==> src/rtl/linebuffer_ctrl.sv <==
// Double-banked linebuffer controller: one bank is cleared as it is displayed,
// the other is written by the sprite renderer; the two banks swap on every line start.
module linebuffer_ctrl (
    input  logic       i_clk,
    input  logic       i_reset,
    input  logic       i_pix_en,
    input  logic       i_line_start,
    input  logic       i_spr_load,
    input  logic [7:0] i_spr_x,
    input  logic       i_spr_pix_valid,
    input  logic       i_spr_pix_opaque,
    output logic       o_spr_ready,
    output logic [1:0] o_lb_ck,
    output logic [1:0] o_lb_load,
    output logic [1:0] o_lb_we,
    output logic [1:0] o_lb_clearing,
    output logic [7:0] o_lb_addr_load0,
    output logic [7:0] o_lb_addr_load1,
    output logic       o_out_sel,
    output logic       o_overrun
);

    typedef enum logic [2:0] {D_IDLE, D_RELOAD, D_WAIT, D_CLEAR, D_ADV, D_DONE} dstate_t;
    typedef enum logic [1:0] {R_IDLE, R_RELOAD, R_WRITE, R_ADV} rstate_t;

    dstate_t    r_dstate;
    rstate_t    r_rstate;
    logic       r_out_sel;
    logic       r_overrun;
    logic [1:0] r_lb_ck;
    logic [1:0] r_lb_load;
    logic [1:0] r_lb_we;
    logic [1:0] r_lb_clearing;
    logic [7:0] r_addr_load [2];
    logic [7:0] r_shadow [2];

    logic w_dbank;
    logic w_rbank;

    assign w_dbank = r_out_sel;
    assign w_rbank = ~r_out_sel;

    // Ready is blanked combinationally in the line-start cycle so no request is taken across a swap.
    assign o_spr_ready     = (r_rstate == R_IDLE) && !i_line_start;
    assign o_lb_ck         = r_lb_ck;
    assign o_lb_load       = r_lb_load;
    assign o_lb_we         = r_lb_we;
    assign o_lb_clearing   = r_lb_clearing;
    assign o_lb_addr_load0 = r_addr_load[0];
    assign o_lb_addr_load1 = r_addr_load[1];
    assign o_out_sel       = r_out_sel;
    assign o_overrun       = r_overrun;

    // Bank controls are registered: each transition drives the strobes for the state being entered.
    always_ff @(posedge i_clk) begin
        if (i_reset) begin
            r_dstate       <= D_IDLE;
            r_rstate       <= R_IDLE;
            r_out_sel      <= 1'b0;
            r_overrun      <= 1'b0;
            r_lb_ck        <= 2'b00;
            r_lb_load      <= 2'b11;
            r_lb_we        <= 2'b11;
            r_lb_clearing  <= 2'b00;
            r_addr_load[0] <= 8'd0;
            r_addr_load[1] <= 8'd0;
            r_shadow[0]    <= 8'd0;
            r_shadow[1]    <= 8'd0;
        end else begin
            r_lb_ck       <= 2'b00;
            r_lb_load     <= 2'b11;
            r_lb_we       <= 2'b11;
            r_lb_clearing <= 2'b00;
            r_overrun     <= 1'b0;

            if (i_line_start) begin
                r_out_sel              <= ~r_out_sel;
                r_dstate               <= D_RELOAD;
                r_lb_ck[~r_out_sel]    <= 1'b1;
                r_lb_load[~r_out_sel]  <= 1'b0;
                r_addr_load[~r_out_sel] <= 8'd0;
            end else begin
                case (r_dstate)
                    D_RELOAD: begin
                        r_shadow[w_dbank] <= 8'd0;
                        r_dstate          <= D_WAIT;
                    end
                    D_WAIT: begin
                        if (i_pix_en) begin
                            r_dstate               <= D_CLEAR;
                            r_lb_we[w_dbank]       <= 1'b0;
                            r_lb_clearing[w_dbank] <= 1'b1;
                        end
                    end
                    D_CLEAR: begin
                        r_dstate         <= D_ADV;
                        r_lb_ck[w_dbank] <= 1'b1;
                    end
                    D_ADV: begin
                        r_shadow[w_dbank] <= r_shadow[w_dbank] + 8'd1;
                        r_dstate          <= (r_shadow[w_dbank] == 8'd191) ? D_DONE : D_WAIT;
                    end
                    default: ;
                endcase
            end

            if (i_line_start) begin
                if (r_rstate != R_IDLE)
                    r_overrun <= 1'b1;
                r_rstate <= R_IDLE;
            end else begin
                case (r_rstate)
                    R_IDLE: begin
                        if (i_spr_load) begin
                            r_rstate             <= R_RELOAD;
                            r_lb_ck[w_rbank]     <= 1'b1;
                            r_lb_load[w_rbank]   <= 1'b0;
                            r_addr_load[w_rbank] <= i_spr_x;
                        end else if (i_spr_pix_valid) begin
                            // Pixels past the visible 192 still advance the counter but never write.
                            if (i_spr_pix_opaque && (r_shadow[w_rbank] < 8'd192)) begin
                                r_rstate         <= R_WRITE;
                                r_lb_we[w_rbank] <= 1'b0;
                            end else begin
                                r_rstate         <= R_ADV;
                                r_lb_ck[w_rbank] <= 1'b1;
                            end
                        end
                    end
                    R_RELOAD: begin
                        r_shadow[w_rbank] <= r_addr_load[w_rbank];
                        r_rstate          <= R_IDLE;
                    end
                    R_WRITE: begin
                        r_rstate         <= R_ADV;
                        r_lb_ck[w_rbank] <= 1'b1;
                    end
                    default: begin
                        r_shadow[w_rbank] <= r_shadow[w_rbank] + 8'd1;
                        r_rstate          <= R_IDLE;
                    end
                endcase
            end
        end
    end

endmodule

==> config.mk <==
export PLATFORM = sky130hd
export DESIGN_NAME = linebuffer_ctrl
export DESIGN_NICKNAME = d
export VERILOG_FILES = /design/src/rtl/linebuffer_ctrl.sv
export SDC_FILE = /design/constraint.sdc
export NUM_CORES = 1
export LEC_CHECK = 0
export BUFFER_PORTS_ARGS = -buffer_cell sky130_fd_sc_hd__buf_2
export CAP_MARGIN = 10
export CORE_UTILIZATION = 60
export CTS_BUF_LIST = sky130_fd_sc_hd__clkbuf_8
export DETAILED_ROUTE_END_ITERATION = 7
export PLACE_DENSITY_LB_ADDON = 0.25
export SLEW_MARGIN = 20
export SYNTH_ARGS = -nofsm -noshare
export SYNTH_HDL_FRONTEND = slang
export SYNTH_SLANG_ARGS = --single-unit
==> constraint.sdc <==
create_clock -name i_clk -period 3.9 [get_ports i_clk]
set_input_delay 0 -clock i_clk [delete_from_list [all_inputs] [get_ports i_clk]]
set_output_delay 0 -clock i_clk [all_outputs]
set_load 0.02 [all_outputs]
==> results of run 1 <==
-- worst max-delay path: stages, from the launching register on --
cell,delay [ns]
dfxtp_2,0.97
inv_1,0.23
nand2_1,0.14
nand2_1,0.07
ha_1,0.22
o2111ai_1,0.10
xor2_1,0.10
a21oi_1,0.22
o22ai_1,0.12
-- metrics by stage --
step / utilization [%] / setup slack, ns / area (um2) / hold slack (ns) / cells
final: 71.32 / 1.485 / 3105 / 0.02074 / 356
after global routing: 71.32 / 1.217 / 3105 / 0.02277 / 356
after CTS: 71.32 / 1.520 / 3105 / 0.01582 / 356
after detailed placement: 66.84 / 1.545 / 2910 / 0.2909 / 340
after global placement: 66.84 / 1.597 / 2910 / 0.2846 / 340
after floorplan: - / 1.698 / 2709 / 0.1015 / 260
-- placed cells by master (no fill, tap or decap), types with 2 or more instances in the layout --
| master | instances |
|---|---|
| ha_1 | 4 |
| edfxtp_1 | 32 |
| nor2_1 | 18 |
| mux2_2 | 9 |
| buf_2 | 41 |
| inv_1 | 5 |
| nor3_1 | 6 |
| o22ai_1 | 17 |
| and3_1 | 3 |
| and2_1 | 17 |
| nand2b_1 | 8 |
| clkbuf_8 | 5 |
| xnor2_1 | 12 |
| nand3_1 | 7 |
| dlygate4sd3_1 | 8 |
| nand3b_1 | 8 |
| mux2i_1 | 16 |
| nor3b_1 | 4 |
| xor2_1 | 3 |
| and3b_1 | 2 |
| dfxtp_1 | 15 |
| o21ai_0 | 6 |
| a21oi_1 | 13 |
| nand2_1 | 19 |
| nand4_1 | 2 |
| nand4b_1 | 2 |
| a211oi_1 | 3 |
-- final timing paths --
check	from	end	slack, ns	depth (start not counted)
min reg2reg	r_rstate[0]	r_rstate[1]	0.58	1
max reg2reg	o_out_sel	r_shadow[0][6]	1.48	8
max	o_out_sel	r_shadow[0][6]	1.48	8
min	i_spr_pix_valid	r_rstate[1]	0.02	3
-- where the power goes --
part	total [mW]	switching, mW	internal [mW]
logic	0.193	0.111	0.0819
clock network	0.364	0.171	0.193
registers	0.617	0.0427	0.574
total	1.17	0.325	0.849
-- state kept, by name, indices dropped and copies added (netlist names), named ones only --
name	cells
r_shadow	16
r_rstate	2
o_lb_clearing	2
o_out_sel	1
o_lb_we	2
r_addr_load	16
r_dstate	3
o_lb_ck	2
o_lb_load	2
o_overrun	1
-- metal layers --
layer	up-vias	routed length (um)	track usage, %	part of all wire (%)
met3	15	416	4.942	6.6
met2	120	3079	44.88	49
met5	-	0	0	0
li1	1043	-	-	-
met4	0	119	9.070	1.9
met1	1054	2641	36.24	42
-- logic make-up (layout without fill, tap and decap cells) --
| family | count (synthesis) | after routing |
|---|---|---|
| DFF | 48 | 48 |
| buffers and inverters | 18 | 62 |
| AOI/OAI and AO/OA | 49 | 49 |
| adders and majority gates | 4 | 4 |
| muxes | 25 | 25 |
| xor gates and xnor gates | 15 | 15 |
| and+or+nand+nor | 101 | 101 |
-- timing repair --
action | CTS | global route
endpoints found under the setup margin | 0 | 0
hold endpoints to repair | 16 | 0
resized for setup | 0 | 0
hold buffers | 8 | 0
-- area by class of cell --
| cell class | instances | area [um2] |
|---|---|---|
| Clock buffer | 5 | 68.82 |
| Clock inverter | 3 | 46.29 |
| Fill cell | 321 | 1249 |
| Inverter | 5 | 18.77 |
| Multi-Input combinational cell | 194 | 1339 |
| Sequential cell | 48 | 1282 |
| Tap cell | 52 | 65.06 |
| Timing Repair Buffer | 49 | 285.3 |
==> results_dict.tcl, run 1 <==
set metrics [dict create \
    netlist_area_mm2 0.002709 \
    port_buffers 41 \
    synthTopCellsByCount "edfxtp_1 (32), nand2_1 (19), nor2_1 (18)" \
    start_util_pct 62.21 \
    gr-total-overflow 0 \
    clk_pin_slew_ns 0.09 \
    synth_ff_type "edfxtp_1" \
    postSynthAreaPerCell_um2 10.42 \
    end_kind "flop" \
    drive_gt1_share_pct 21.38 \
    wire_per_inst_um 17.58 \
    dieArea_mm2 0.004787 \
    antenna_cells 0 \
    critPathRequiredTime_ns 3.96 \
    arrival_ns 2.47 \
    grt_pass1_wl_um 10220 \
    synthAdderAreaFrac_pct 1.848 \
    synth_cell_types 42 \
    rows 24 \
    hold_viol_final 0 \
    antenna_found_initial 0 \
    netlist_instances 260 \
    grt_use_total_pct 27.19 \
    cts_sinks 48 \
    setup_tns_ns 0 \
    drc 0 \
    finalMaxSlewViolations 0 \
    setup_violations 0 \
    htreeDepth 2 \
    rsz0062_at_grt "no" \
    max_freq_mhz 414.0 \
    synth_compound_area_share_pct 12.01 \
    tightest_slew_ns 0.9487 \
    area_delta_synth_final_pct 14.64 \
    slew_headroom_pct 36.75 \
    dieHeight_um 69.19 \
    synth-simple-area-share_pct 21.06 \
    die_x_um 69.19 \
    avgViaCountPerCell 6.270 \
    gp_congestion 0.8843 \
    insertion_delay_ns 0.31 \
    async_flop_share_pct 0 \
    power_density_mw_per_mm2 378.0 \
    period_needed_ns 2.415 \
    first_pass_iters 5 \
    clock_path_buffers 2 \
    nets 322 \
    io_pins 42 \
    yosysSeqAreaShare_pct 47.30 \
    yosys.area.top_type "edfxtp_1" \
    wirelength_um 6257 \
    synth_edf_count 32 \
    power.leakage_nw 1.176 \
    crit_fanout 45 \
    total_power_mw 1.174 \
    synth_top_family_by_area "simple AND/OR/NAND/NOR gates" \
    fp.coreArea_mm2 0.004354 \
    setup.worst_path.start_class "flop" \
    synth_mux_area_share_pct 9.654 \
    synth_xor_xnor_area_share_pct 4.850 \
    dpl.hpwl_um 4296 \
    post_cts_buffers 0 \
    synth.most_common_cell "edfxtp_1" \
    ys_ff_latch 48 \
    grt_pass1_vias 2087 \
    synth_area_leaders "edfxtp_1 (35%), dfxtp_1 (12%), mux2i_1 (5.9%)" \
    ys_warn_count 0 \
    cts_root_buffer "clkbuf_8" \
    ir_drop_uv 299.0 \
    hp-class "in2reg" \
    finalCritPeriodShare_pct 61.93 \
    cts_tree "built" \
    final.setup_skew_ns 0.007639 \
    grt_max_degree 46 \
    crit_type "reg2reg" \
    drt_iter0_markers 186 \
    cts_inserted_buffers 5 \
    outcome "finished clean" \
    antenna_left 0 \
    synth_nets 279 \
    synth_top_cell_area_share_pct 35.47 \
    maxCapViolCount 0 \
    via_count 2232 \
]
(Power assumes the default switching activity.)
==> run 2, diff against run 1 <==
--- a/config.mk
+++ b/config.mk
@@ -7,7 +7,7 @@
 export LEC_CHECK = 0
 export BUFFER_PORTS_ARGS = -buffer_cell sky130_fd_sc_hd__buf_2
 export CAP_MARGIN = 10
-export CORE_UTILIZATION = 60
+export CORE_UTILIZATION = 59
 export CTS_BUF_LIST = sky130_fd_sc_hd__clkbuf_8
 export DETAILED_ROUTE_END_ITERATION = 7
 export PLACE_DENSITY_LB_ADDON = 0.25
==> constraint.sdc (replaced) <==
create_clock -name i_clk -period 2.46 [get_ports i_clk]
set_input_delay 0 -clock i_clk [delete_from_list [all_inputs] [get_ports i_clk]]
set_output_delay 0 -clock i_clk [all_outputs]
set_load 0.02 [all_outputs]
==> run 2 against run 1 <==
Non-clock buffer count increased by 9; clock power increased by 25%; sequential cell count unchanged; sequential power increased by 56%; cell count increased by 2.5%; clock skew decreased by 0.00076 ns; critical path depth decreased by 1; die area increased by 1.7%; global-route usage increased by 1.7 points; setup slack got worse by 1.1 ns; register-to-register slack got worse by 1.1 ns; critical path type unchanged.
==> results_dict.tcl, run 2 (same netlist as run 1, synthesis figures left out) <==
set metrics [dict create \
    drc 0 \
    start_util_pct 61.79 \
    grt_use_total_pct 28.87 \
    cts_sinks 48 \
    crit_buf_inv 1 \
    hp-class "in2reg" \
    setup_violations 0 \
    layout_common_cells "buf_2 (41), edfxtp_1 (32), nand2_1 (19)" \
    antenna_left 0 \
    port_buffers 41 \
    dpl.hpwl_um 4588 \
    first_pass_iters 5 \
    clock_path_buffers 2 \
    io_pins 42 \
    finalMaxSlewViolations 0 \
    crit_fanout 6 \
    setup_tns_ns 0 \
    tightest_slew_ns 0.5766 \
    cts_hold_buf 8 \
    cts_inserted_buffers 5 \
    final_common_cell "buf_2" \
    maxCapViolCount 0 \
    crit_path_frequent_cell "mux2_2" \
    grt_pass1_vias 2159 \
    finalCritPeriodShare_pct 86.15 \
    r2r-end "r_shadow[1][4]" \
    rsz0062_at_grt "no" \
    gp_congestion 0.8819 \
    grt_pass1_wl_um 10820 \
    fin_cells 365 \
    placed_cells 349 \
    drive_gt1_share_pct 23.32 \
    setup.worst_path.start_class "flop" \
    drt_iter0_markers 177 \
    final.setup_skew_ns 0.006884 \
    power_density_mw_per_mm2 557.7 \
    wire_per_inst_um 18.03 \
    clk_pin_slew_ns 0.08 \
    crit_type "reg2reg" \
    end_kind "flop" \
    rrSetupSlack_ns 0.34 \
    wirelength_um 6582 \
    rows 24 \
    dieArea_mm2 0.004866 \
    insertion_delay_ns 0.30 \
    cts_tree "built" \
    period_needed_ns 2.119 \
    via_count 2226 \
    critPathTopFamily "multiplexers" \
    grt_max_degree 20 \
    reg.largest.list "r_addr_load: 16 flops, r_shadow: 16 flops, r_dstate: 3 flops" \
    critPathSlowestCell "dfxtp_1" \
    r2r_cells 7 \
    dieHeight_um 69.76 \
    post_cts_buffers 0 \
    slew_headroom_pct 61.56 \
    hold_start "i_pix_en" \
    holdPathStages 3 \
    arrival_ns 2.25 \
    cts_resized 0 \
    max_freq_mhz 471.9 \
    htreeDepth 2 \
    die_x_um 69.76 \
    outcome "finished clean" \
    fp.coreArea_mm2 0.004384 \
    area_delta_synth_final_pct 15.98 \
    ir_drop_uv 411.9 \
    power.leakage_nw 1.214 \
    gr-total-overflow 0 \
    critPathRequiredTime_ns 2.59 \
    critical-path-max-stage-delay_ns 0.48 \
    worstSetupPathDepth 7 \
    antenna_cells 0 \
    cts_root_buffer "clkbuf_8" \
    hold_viol_final 0 \
    antenna_found_initial 0 \
    avgViaCountPerCell 6.099 \
    crit_chain "mux2_2 > ha_1 > inv_1 > nor3b_1 > xnor2_1 > mux2_2 > o22ai_1" \
    min_delay_worst_endpoint "o_lb_clearing[1]" \
    nets 331 \
]
run 2: worst max-delay path by stage:
stage               from              to  slack [ns]
3_3_place_gp        flop  r_shadow[1][4]        0.50
5_1_grt             flop  r_shadow[1][4]        0.23
2_1_floorplan  o_out_sel  r_shadow[0][4]        0.26
6_report            flop  r_shadow[1][4]        0.34
3_5_place_dp        flop  r_shadow[1][4]        0.40
4_1_cts             flop  r_shadow[1][4]        0.37
run 2: layout make-up:
type	instances	area, um2
Multi-Input combinational cell	194	1339
Sequential cell	48	1282
Fill cell	329	1242
Timing Repair Buffer	58	352.8
Clock buffer	5	68.82
Tap cell	52	65.06
Inverter	5	18.77
Clock inverter	3	15.01
run 2: stage by stage:
step	util [%]	hold slack, ns	worst slack (ns)	area, um2	total power, mW
after floorplan	-	0.1015	0.2583	2709	1.198
after global placement	67.92	0.2853	0.5047	2978	1.289
after detailed placement	67.92	0.2908	0.4002	2978	1.299
after CTS	71.66	0.002937	0.3684	3142	1.754
after global routing	71.66	0.04876	0.2343	3142	1.819
final	71.66	0.01168	0.3407	3142	1.752
run 2: worst min-delay path, stage by stage:
cell and delay [ns]:
buf_2 0.11, nand3b_1 0.12, nor2_1 0.05
run 2: metal layers:
metal / vias to the layer above / GRT usage, % / part of all wire (%)
met1: 1059 / 38.65 / 44
met2: 96 / 45.83 / 48
met3: 13 / 4.942 / 5.7
met4: 0 / 13.33 / 2.7
li1: 1058 / - / -
met5: - / 0 / 0
run 2: where the power goes:
part | internal [mW] | leakage [nW] | switching, mW | total [mW]
Sequential | 0.910 | 0.471 | 0.0503 | 0.961
Clock | 0.196 | 0.0496 | 0.258 | 0.454
Combinational | 0.140 | 0.693 | 0.197 | 0.337
Total | 1.25 | 1.21 | 0.506 | 1.75
